$ cat src/rtl/systolic_seq_ctrl_pkg.sv
// Shared defaults, FSM encodings and lane helper for the systolic sequencer.
package systolic_pkg;
   localparam int N_DEF  = 4;
   localparam int DW_DEF = 16;

   localparam logic [2:0] S_IDLE  = 3'd0;
   localparam logic [2:0] S_CLEAR = 3'd1;
   localparam logic [2:0] S_FEED  = 3'd2;
   localparam logic [2:0] S_DRAIN = 3'd3;
   localparam logic [2:0] S_DONE  = 3'd4;

   // Low bit of a lane within a flattened N*DW bus.
   function automatic int lane_lo(input int lane, input int dw);
      return lane * dw;
   endfunction
endpackage

$ cat src/rtl/systolic_seq_ctrl_operand_bank.sv
// NxN operand register bank: one write port, N combinational read ports.
// COL_PORTS=0: port p reads mem[p][idx] (row lanes, matrix A).
// COL_PORTS=1: port p reads mem[idx][p] (column lanes, matrix B).
module operand_bank
   import systolic_pkg::*;
#(
   parameter int N         = N_DEF,
   parameter int DW        = DW_DEF,
   parameter int COL_PORTS = 0,
   parameter int AW        = $clog2(N)
) (
   input  logic                      clk,
   input  logic                      wr_en,
   input  logic [2*AW-1:0]           wr_addr,
   input  logic [DW-1:0]             wr_data,
   input  logic [N-1:0][AW-1:0]      rd_idx,
   output logic [N-1:0][DW-1:0]      rd_data
);
   logic [N-1:0][N-1:0][DW-1:0] mem;

   // Element storage; deliberately unreset so contents survive rst and runs.
   always_ff @(posedge clk) begin
      if (wr_en) mem[wr_addr[2*AW-1:AW]][wr_addr[AW-1:0]] <= wr_data;
   end

   for (genvar p = 0; p < N; p++) begin : g_rd
      if (COL_PORTS != 0) begin : g_col
         assign rd_data[p] = mem[rd_idx[p]][p];
      end else begin : g_row
         assign rd_data[p] = mem[p][rd_idx[p]];
      end
   end
endmodule

$ cat src/rtl/systolic_seq_ctrl.sv
// Systolic array sequencer: buffers A/B, clears the array, streams skewed
// operands west/north, waits out the drain and pulses done.
module systolic_seq_ctrl
   import systolic_pkg::*;
#(
   parameter int N  = N_DEF,
   parameter int DW = DW_DEF
) (
   input  logic                      clk,
   input  logic                      rst,
   input  logic                      wr_en,
   input  logic                      wr_sel,
   input  logic [2*$clog2(N)-1:0]    wr_addr,
   input  logic [DW-1:0]             wr_data,
   output logic                      wr_err,
   input  logic                      start,
   output logic                      busy,
   output logic                      done,
   output logic                      arr_rst,
   output logic [N*DW-1:0]           west,
   output logic [N*DW-1:0]           north,
   output logic [$clog2(3*N):0]      step
);
   localparam int AW = $clog2(N);
   localparam int SW = $clog2(3*N) + 1;

   logic [2:0]              state, state_nxt;
   logic [SW-1:0]           t_nxt;
   logic [N-1:0][AW-1:0]    k_idx;
   logic [N-1:0][DW-1:0]    a_rd, b_rd, west_nxt, north_nxt, west_q, north_q;
   logic                    wr_ok;

   assign busy    = (state == S_CLEAR) || (state == S_FEED) || (state == S_DRAIN);
   assign done    = (state == S_DONE);
   assign arr_rst = rst || (state == S_CLEAR);
   assign wr_ok   = wr_en && ((state == S_IDLE) || (state == S_DONE));

   operand_bank #(.N(N), .DW(DW), .COL_PORTS(0)) u_bank_a (
      .clk(clk), .wr_en(wr_ok && !wr_sel), .wr_addr(wr_addr), .wr_data(wr_data),
      .rd_idx(k_idx), .rd_data(a_rd)
   );

   operand_bank #(.N(N), .DW(DW), .COL_PORTS(1)) u_bank_b (
      .clk(clk), .wr_en(wr_ok && wr_sel), .wr_addr(wr_addr), .wr_data(wr_data),
      .rd_idx(k_idx), .rd_data(b_rd)
   );

   // Next state and next step index; step is 0 outside FEED/DRAIN.
   always_comb begin
      state_nxt = state;
      t_nxt     = '0;
      case (state)
         S_IDLE:  if (start) state_nxt = S_CLEAR;
         S_CLEAR: state_nxt = S_FEED;
         S_FEED: begin
            t_nxt = step + 1'b1;
            if (step == SW'(2*N-2)) state_nxt = S_DRAIN;
         end
         S_DRAIN: begin
            if (step == SW'(3*N-3)) state_nxt = S_DONE;
            else                    t_nxt = step + 1'b1;
         end
         S_DONE:  state_nxt = start ? S_CLEAR : S_IDLE;
         default: state_nxt = S_IDLE;
      endcase
   end

   // Skew/gating for the upcoming cycle. Lane i (row for A, column for B)
   // carries element k = t-i. When t < i the subtraction wraps far above N
   // (the step width leaves headroom), so one compare covers both bounds.
   for (genvar i = 0; i < N; i++) begin : g_lane
      logic [SW-1:0] k;
      logic          k_ok;
      assign k        = t_nxt - SW'(i);
      assign k_ok     = (state_nxt == S_FEED) && (k < SW'(N));
      assign k_idx[i] = k[AW-1:0];
      assign west_nxt[i]  = k_ok ? a_rd[i] : '0;
      assign north_nxt[i] = k_ok ? b_rd[i] : '0;
      assign west[lane_lo(i, DW) +: DW]  = west_q[i];
      assign north[lane_lo(i, DW) +: DW] = north_q[i];
   end

   // Control state and all registered array-facing outputs.
   always_ff @(posedge clk) begin
      if (rst) begin
         state   <= S_IDLE;
         step    <= '0;
         west_q  <= '0;
         north_q <= '0;
         wr_err  <= 1'b0;
      end else begin
         state   <= state_nxt;
         step    <= t_nxt;
         west_q  <= west_nxt;
         north_q <= north_nxt;
         wr_err  <= wr_en && !wr_ok;
      end
   end
endmodule
$ cat config.mk
export PLATFORM = sky130hd
export DESIGN_NAME = systolic_seq_ctrl
export DESIGN_NICKNAME = d
export VERILOG_FILES = /design/src/rtl/systolic_seq_ctrl_pkg.sv /design/src/rtl/systolic_seq_ctrl_operand_bank.sv /design/src/rtl/systolic_seq_ctrl.sv
export SDC_FILE = /design/constraint.sdc
export NUM_CORES = 1
export LEC_CHECK = 0
export ABC_AREA = 0
export CORE_UTILIZATION = 55
export DETAILED_ROUTE_END_ITERATION = 10
export DONT_BUFFER_PORTS = 1
export PLACE_DENSITY = 0.73
export SLEW_MARGIN = 15
export SYNTH_ARGS = -nofsm -noshare
export SYNTH_HDL_FRONTEND = slang
export SYNTH_SLANG_ARGS = --single-unit
$ cat constraint.sdc
create_clock -name clk -period 3.4 [get_ports clk]
set_clock_uncertainty 0.05 [all_clocks]
set_input_delay 0.68 -clock clk [delete_from_list [all_inputs] [get_ports clk]]
set_output_delay 0.68 -clock clk [all_outputs]
set_load 0.005 [all_outputs]
# ---- Yosys cells after proc, flatten, opt, wreduce, memory -nomap -nowiden
# Index checks and enable logic that the tools add are counted.
# Widths: inputs -> output; s select.
dict set report totals {
  latchBits 0
  out_inout_bits 137
  romBits 0
  ff_bits 649
  mem_count 0
  elab_cells 120
  input_bits 25
  ram_bits 0
}
dict set report op_classes {
  n_shift 0
  n_div 0
  n_mux 29
  n_addsub 4
  mul 0
  n_bitwise 4
  n_eq_ne 7
  order_cmp 12
  n_reduce_logical 21
}
# operator n
set op_table {}
lappend op_table {{$bmux 64 s2} 4}
lappend op_table {{$bwmux 256} 2}
lappend op_table {{$bmux 16 s2} 4}
lappend op_table {{$demux 64 s2} 1}
lappend op_table {{$mux 64} 2}
lappend op_table {{$mux 16} 6}
lappend op_table {{$mux 48} 1}
lappend op_table {{$demux 16 s2} 1}
lappend op_table {{$mux 32} 1}
lappend op_table {{$lt 5x3->1 const B} 4}
lappend op_table {{$lt 2x3->1 const B} 6}
lappend op_table {{$pmux 3 s5} 1}
lappend op_table {{$logic_and 1x1->1} 10}
lappend op_table {{$pmux 5 s2} 1}
lappend op_table {{$sub 5x2->5 const B} 2}
lappend op_table {{$eq 3x2->1 const B} 3}
lappend op_table {{$mux 3} 3}
lappend op_table {{$reduce_or 2->1} 4}
lappend op_table {{$add 5x1->5 const B} 1}
lappend op_table {{$eq 5x3->1 const B} 1}
lappend op_table {{$eq 5x4->1 const B} 1}
lappend op_table {{$mux 5} 1}
lappend op_table {{$sub 5x1->5 const B} 1}
lappend op_table {{$ge 2x1->1 const B} 2}
lappend op_table {{7 further kinds} 14}

# ---- Longest topological paths before layout
# Gate-level depths: netlist of run 1.
dict set report depth {
  ltp_word 8
  depth_mapped 14
  depth_no_buf 11
}

# ---- Cells and area by module
# Synthesis of run 1 repeated with hierarchy kept, for this count alone.
dict set report hier_totals {
  hier_cells 1104
  area_unflattened_um2 23366.2
}
# module cells_each area_per_inst_um2 instances seq_area_each_um2
set by_module_without_submodules {}
lappend by_module_without_submodules {operand_bank 359 9494.1 2 7687.4}
lappend by_module_without_submodules {systolic_seq_ctrl 386 4377.9 1 2742.6}

# ---- Worst setup path after synthesis of run 1
# No wires, ideal clock.
dict set report synth_timing {
  kind {register to register}
  from {register step[1]}
  to {register west_q, in the netlist west[47]}
  setup_time_ps 87
  required_ps 3263
  arrival_time_ps 3244
  n_path_buf 3
  path_stages_with_launch 12
  slack_ps 19
  period_less_slack_ps 3381
  cell_sequence {dfxtp_1 inv_1 ha_1 and4bb_1 a21oi_2 clkbuf_1 buf_1 nand2_1 ha_1 or4b_4 buf_12 nor4b_4}
}
dict set report synth_between {
  elab_chain_cells 8
  word_cells_on_any_way 16
  classes_between {add/sub: 2; order compare: 1; eq/ne: 3; mux: 7; bitwise: 1; reduce/logical: 2}
}
# element line
set synth_rtl {}
lappend synth_rtl {{start, declared} systolic_seq_ctrl.sv:22} ;# output logic [$clog2(3*N):0] step
lappend synth_rtl {{start signal, assigned} systolic_seq_ctrl.sv:93} ;# step <= t_nxt;
lappend synth_rtl {{$add 5x1->5 / $eq 5x4->1 (equally long branches)} {systolic_seq_ctrl.sv:56, systolic_seq_ctrl.sv:61, systolic_seq_ctrl.sv:60}}
lappend synth_rtl {{$mux 5} systolic_seq_ctrl.sv:60} ;# if (step == SW'(3*N-3)) state_nxt = S_DONE;
lappend synth_rtl {{$pmux 5 s2} systolic_seq_ctrl.sv:52} ;# case (state)
lappend synth_rtl {{$sub 5x2->5} systolic_seq_ctrl.sv:74} ;# assign k = t_nxt - SW'(i);
lappend synth_rtl {{$lt 5x3->1} systolic_seq_ctrl.sv:75} ;# assign k_ok = (state_nxt == S_FEED) && (k < SW'(N));
lappend synth_rtl {{$logic_and 1x1->1} systolic_seq_ctrl.sv:75}
lappend synth_rtl {{$not 1->1 (no line)} n/a}
lappend synth_rtl {{$reduce_or 2->1 (no line)} n/a}
lappend synth_rtl {{end signal, assigned} systolic_seq_ctrl.sv:94} ;# west_q <= west_nxt;
lappend synth_rtl {{end, declared} systolic_seq_ctrl.sv:30} ;# logic [N-1:0][DW-1:0] a_rd, b_rd, west_nxt, north_nxt, west_q, north_q;
# Several ways; a longest one is shown, not always the timed one. The select of a mux whose other input is x is not followed.
# A chain may end at the register's enable or synchronous reset.

# ---- Final worst setup path of run 1
dict set report layout_timing {
  from {register step[0]}
  to {register west_q, in the netlist west[25]}
}
dict set report layout_between {
  elab_chain_cells 8
  word_cells_on_any_way 16
  classes_between {add/sub: 2; order compare: 1; eq/ne: 3; mux: 7; bitwise: 1; reduce/logical: 2}
}
# element line
set layout_rtl {}
lappend layout_rtl {{$add 5x1->5 / $eq 5x4->1 (equally long branches)} {systolic_seq_ctrl.sv:56, systolic_seq_ctrl.sv:61, systolic_seq_ctrl.sv:60}}
lappend layout_rtl {{$mux 5} systolic_seq_ctrl.sv:60}
lappend layout_rtl {{$pmux 5 s2} systolic_seq_ctrl.sv:52}
lappend layout_rtl {{$sub 5x1->5} systolic_seq_ctrl.sv:74}
lappend layout_rtl {{$lt 5x3->1} systolic_seq_ctrl.sv:75}
lappend layout_rtl {{$logic_and 1x1->1} systolic_seq_ctrl.sv:75}
lappend layout_rtl {{$not 1->1 (no line)} n/a}
lappend layout_rtl {{$reduce_or 2->1 (no line)} n/a}
# Several ways; a longest one is shown, not always the timed one. The select of a mux whose other input is x is not followed.

==> flow_summary.toml, run 1 <==
[yosys]
syn_area_um2 = 23900
netlist.area_leader.share_pct = 64.4
synth-edff-count = 512
synthFlopType = "edfxtp_1"
yosys.cell_types.count = 57
yosys.area_share.simple_pct = 4.28
synth_nets = 1409
seq_area_frac_synth_pct = 75.8
syn_area_per_cell_um2 = 17.3
synth_top_area_cell = "edfxtp_1"
muxShareOfSynthArea_pct = 7.47
syn_inst = 1377
yosys_register_bits = 649
synth_top_family_by_area = "compound AO/OA/AOI/OAI gates"
synth_compound_area_share_pct = 9.86
yosys_warnings = 0
synth_fa_ha_area_share_pct = 0.367
yosysMostFrequentCell = "edfxtp_1"
synthXorXnorAreaFrac_pct = 0.220
yosys-top-cells-area = "edfxtp_1 (64%), dfxtp_1 (11%), o22ai_1 (4.1%)"
synthTopCellsByCount = "edfxtp_1 (512), o22ai_1 (156), dfxtp_1 (137)"
synthArstFlopShare_pct = 0

[cts]
postCtsHoldBufs = 0
cts_made_buffers = 60
cts_root_buf = "clkbuf_16"
clkTransAtPathRegs_ns = 0.07
cts_sinks = 649
h-tree-depth = 2
cts_setup_buffers = 0
cts_tree = "yes"
cts_resized = 0
clk_path_buf_depth = 3
clk_latency_ns = 0.62

[detailed_routing]
vias = 12500
viasPerCell = 6.16
drt_iter0_drc = 1200
drt_pass1_iterations = 5
drc = 0
ant_nets = 0
wirelength_mm = 52.5
wire_per_inst_um = 25.8

[power_and_ir_drop]
sw_frac_of_total_pct = 20.4
power.internal_w = 0.0130
power_frac_clock_pct = 42.4
cellPowerDensity_nw_per_um2 = 608
p_comb_share_pct = 4.7
p_leak_nw = 8.65
power_frac_seq_pct = 52.9
ir_drop_v = 0.000462
p_sw_w = 0.00334

[worst_setup_path]
r2r_end = "west[25]$_SDFF_PP0_"
cp_max_fo = 54
path_common_cell = "buf_4"
crit_type = "reg -> reg"
cp_slowest_cell = "buf_4"
cp.arrival_ns = 3.64
critPathMaxStageDelay_ns = 0.67
timing.rr.start = "step[0]$_SDFF_PP0_"
start_kind = "register"
setup.worst_path.end_class = "register"
critPathTopFamily = "buffers and inverters"
required_ns = 3.85
crit_cells = 9
reg2reg_depth = 9
cp_cell_sequence = "ha_1, and4bb_1, a21oi_4, buf_4, buf_4, o21ai_2, buf_4, a22oi_1, nor2_1"
path_buf_inv = 3
rrSetupSlack_ns = 0.22

[die]
die_x_um = 210
dieArea_um2 = 44300
io_pins = 162
core_area_um2 = 42400
fp-row-count = 75
initial_core_util_pct = 56.3
die_y_um = 210

[hold_path]
worstHoldEndpoint = "step[0]$_SDFF_PP0_"
hold_depth = 1
worstHoldPathType = "in -> reg"
hp-start = "rst"

[sta]
final_hold_viol_count = 0
fmax_mhz = 314
tightest_slew_ns = 1.18
min_period_ns = 3.18
setup_tns_ns = 0
rsz0062_at_grt = "false"
drv_slew = 0
fin_crit_sh_pct = 93.6
relSlewSlack_pct = 21.6
setup_viol = 0

[global_routing]
grt_pass1_wl_mm = 77.8
grt_max_degree = 104
antenna_found_initial = 1
first_global_vias = 12600
grt_use_total_pct = 23.8
grt_overflow = 0

[run]
maxCapViolCount = 0

[placed_design]
dp_cells = 1918
portBuffers = 0
place_congestion = 0.845
place_hpwl_mm = 28.8

[final_layout]
final_nets = 1435
syn_to_final_growth_pct = 12.6
final_cells = 2032
drive_gt1_share_pct = 21.7
nFillCells = 2913
antenna_cells = 0

[status]
outcome = "finished, final reports clean"
cells in the final DEF (no fill, tap or decap), types with 11 or more instances in the layout:
cell type  synthesis  layout
nor3b_1           32      32
nand2b_1          11      11
buf_4              3      58
a2111oi_2         12      12
a211oi_1          34      34
nor2_1            69      69
dfxtp_1          137     136
clkbuf_8           0      11
o22ai_1          156     156
nand2_1           42      41
mux2i_1           32      32
mux2_2            64      64
a22oi_1           32      32
clkbuf_16          0      62
a2111oi_4         18      18
mux4_2            32      32
edfxtp_1         512     512
clkinv_2           0      16
flip-flops by register name, summed over array words and instances, names as in the netlist:
name and flops:
step 5, u_bank_b.mem 256, wr_err 1, west 64, state 3, north 64
u_bank_a.mem 256
power by group through the flow:
stage	clock network (W)	registers, W	logic, W
3_5_place_dp	0	0.00882	0.000766
6_report	0.00694	0.00865	0.000768
3_3_place_gp	0	0.00882	0.000754
4_1_cts	0.00704	0.00865	0.000771
2_1_floorplan	0	0.00881	0.000582
5_1_grt	0.00734	0.00865	0.000821
cell type report:
cell class / instances / area (um2) / share of cell area (%)
tap: 577 / 722 / 2.68
timing repair buffer: 63 / 536 / 1.99
clock inverter: 32 / 350 / 1.30
clock buffer: 82 / 1740 / 6.46
multi-input combinational: 620 / 5400 / 20.1
inverter: 9 / 33.8 / 0.126
sequential: 649 / 18100 / 67.4
routing by layer:
metal | track usage [%] | routed length (um)
met1 | 31.8 | 21300
met2 | 39.0 | 26000
met3 | 5.36 | 3730
met4 | 7.60 | 1490
met5 | 0 | 0
cells by family (layout without fill, tap and decap cells):
family                   count (synthesis)  count (layout)
buffers and inverters                  108             186
AO/OA/AOI/OAI                          281             281
AND/OR/NAND/NOR                        197             197
XOR/XNOR                                 6               6
flip-flops                             649             649
multiplexers                           129             129
adder cells (fa/ha/maj)                  7               7
how the worst max path moves through the flow:
| stage | start | to | slack, ns |
|---|---|---|---|
| 3_3_place_gp | step[1]$_SDFF_PP0_ | north[47]$_SDFF_PP0_ | 0.38 |
| 6_report | step[0]$_SDFF_PP0_ | west[25]$_SDFF_PP0_ | 0.22 |
| 5_1_grt | step[1]$_SDFF_PP0_ | west[53]$_SDFF_PP0_ | 0.08 |
| 2_1_floorplan | step[1]$_SDFF_PP0_ | west[47]$_SDFF_PP0_ | 0.02 |
| 4_1_cts | step[0]$_SDFF_PP0_ | north[17]$_SDFF_PP0_ | 0.25 |
| 3_5_place_dp | step[0]$_SDFF_PP0_ | west[25]$_SDFF_PP0_ | 0.25 |
per-stage QoR:
| step | worst slack [ns] | hold WS [ns] | utilization [%] | instance area, um2 | power (W) |
|---|---|---|---|---|---|
| 6_report | 0.219 | 0.0738 | 63.4 | 26900 | 0.0164 |
| 5_1_grt | 0.0767 | 0.0531 | 63.4 | 26900 | 0.0168 |
| 4_1_cts | 0.252 | 0.0500 | 63.4 | 26900 | 0.0165 |
| 3_5_place_dp | 0.250 | 0.440 | 58.5 | 24800 | 0.00958 |
| 3_3_place_gp | 0.383 | 0.425 | 58.5 | 24800 | 0.00957 |
| 2_1_floorplan | 0.0195 | 0.421 | - | 23900 | 0.00939 |
Note: power is estimated with default switching activity, not from simulation.
==> inputs of run 2 (changes only) <==
--- a/config.mk
+++ b/config.mk
@@ -9,7 +9,7 @@
 export CORE_UTILIZATION = 55
 export DETAILED_ROUTE_END_ITERATION = 10
 export DONT_BUFFER_PORTS = 1
-export PLACE_DENSITY = 0.73
+export PLACE_DENSITY = 0.72
 export SLEW_MARGIN = 15
 export SYNTH_ARGS = -nofsm -noshare
 export SYNTH_HDL_FRONTEND = slang
==> flow_summary.toml, run 2 (synthesis gave the netlist of run 1 again) <==
[global_routing]
grt_max_degree = 125
antenna_found_initial = 1
grt_overflow = 0
grt_use_total_pct = 23.8
grt_pass1_wl_mm = 77.8
first_global_vias = 12600

[die]
die_x_um = 210
initial_core_util_pct = 56.3
io_pins = 162
fp-row-count = 75
dieArea_um2 = 44300
die_y_um = 210
core_area_um2 = 42400

[final_layout]
syn_to_final_growth_pct = 11.8
final_nets = 1431
final_common_cell = "edfxtp_1"
final_cell_mix = "edfxtp_1 (512), o22ai_1 (156), dfxtp_1 (136), nor2_1 (69), mux2_2 (64)"
drive_gt1_share_pct = 20.5
antenna_cells = 0

[detailed_routing]
wl_met1_mm = 20.9
viasPerCell = 6.13
wl_met2_mm = 26.0
vias = 12400
ant_nets = 0
drt_pass1_iterations = 5
drt_iter0_drc = 1164
route.met3.wl_mm = 3.95
wire_per_inst_um = 25.8
wirelength_mm = 52.3
drc = 0
top_layer = "met4"

[status]
outcome = "finished, final reports clean"

[power_and_ir_drop]
ir_drop_v = 0.000402
finalPower_w = 0.0160
cellPowerDensity_nw_per_um2 = 599
p_leak_nw = 8.55

[worst_setup_path]
crit_type = "reg -> reg"
worstSetupStartpoint = "step[0]$_SDFF_PP0_"
critPathTopFamily = "buffers and inverters"
start_kind = "register"
cp_slowest_cell = "buf_4"
r2r_end = "north[41]$_SDFF_PP0_"
cp_max_fo = 59
timing.rr.start = "step[0]$_SDFF_PP0_"
cp.arrival_ns = 3.57
setup.worst_path.end_class = "register"
cp_cell_sequence = "ha_1, and4bb_1, a21oi_4, buf_4, buf_4, o22ai_1, a2111oi_4"
rrSetupSlack_ns = 0.28
required_ns = 3.86
path_buf_inv = 2
path_common_cell = "buf_4"
reg2reg_depth = 7
critPathMaxStageDelay_ns = 0.71

[sta]
tightest_slew_ns = 1.13
fmax_mhz = 321
setup_viol = 0
min_period_ns = 3.12
setup_ws_ns = 0.282
fin_hold_ws_ns = 0.0668
fin_crit_sh_pct = 91.7
relSlewSlack_pct = 24.9
setup_tns_ns = 0
final_hold_viol_count = 0
drv_slew = 0
rsz0062_at_grt = "false"

[placed_design]
place_hpwl_mm = 28.1
place_congestion = 0.854
portBuffers = 0
dp_worst_setup_slack_ns = 0.333

[hold_path]
worstHoldPathType = "in -> reg"
hold_depth = 1
worstHoldEndpoint = "step[1]$_SDFF_PP0_"
hp-start = "rst"

[run]
maxCapViolCount = 0

[cts]
clkTransAtPathRegs_ns = 0.06
cts_made_buffers = 61
clk_latency_ns = 0.63
cts_tree = "yes"
h-tree-depth = 2
cts_resized = 0
clk_path_buf_depth = 3
cts_setup_buffers = 0
cts_sinks = 649
postCtsHoldBufs = 0
cts_root_buf = "clkbuf_16"
==> run 2: routing by layer <==
metal | global-route usage [%] | vias up
met2 | 39.7 | 458
li1 | - | 5529
met3 | 5.50 | 90
met4 | 8.15 | 0
met1 | 30.9 | 6350
met5 | 0 | -
==> run 2: area by class of cell <==
| cell class | instances | area (um2) |
|---|---|---|
| clock buffer | 88 | 1680 |
| clock inverter | 27 | 267 |
| fill | 2957 | 15700 |
| inverter | 9 | 33.8 |
| multi-input combinational | 620 | 5400 |
| sequential | 649 | 18100 |
| tap | 577 | 722 |
| timing repair buffer | 58 | 498 |
==> run 2: how the worst max path moves through the flow <==
| stage | end | slack (ns) | cells past startpoint |
|---|---|---|---|
| after floorplan | west[47]$_SDFF_PP0_ | 0.02 | 11 |
| after global placement | west[39]$_SDFF_PP0_ | 0.42 | 8 |
| after detailed placement | west[43]$_SDFF_PP0_ | 0.33 | 8 |
| after CTS | west[43]$_SDFF_PP0_ | 0.31 | 9 |
| after global routing | north[41]$_SDFF_PP0_ | 0.15 | 8 |
| final | north[41]$_SDFF_PP0_ | 0.28 | 7 |
==> run 2: through the flow <==
step	std cells	area, um2	util (%)
finish	2028	26700	63.0
floorplan	1377	23900	-
global placement	1913	24800	58.4
CTS	2028	26700	63.0
detailed placement	1913	24800	58.4
global route	2028	26700	63.0
==> run 2: report_power, final <==
| group | switching [W] | internal (W) |
|---|---|---|
| clock network | 0.00279 | 0.00380 |
| registers | 0.0000339 | 0.00862 |
| logic | 0.000464 | 0.000293 |
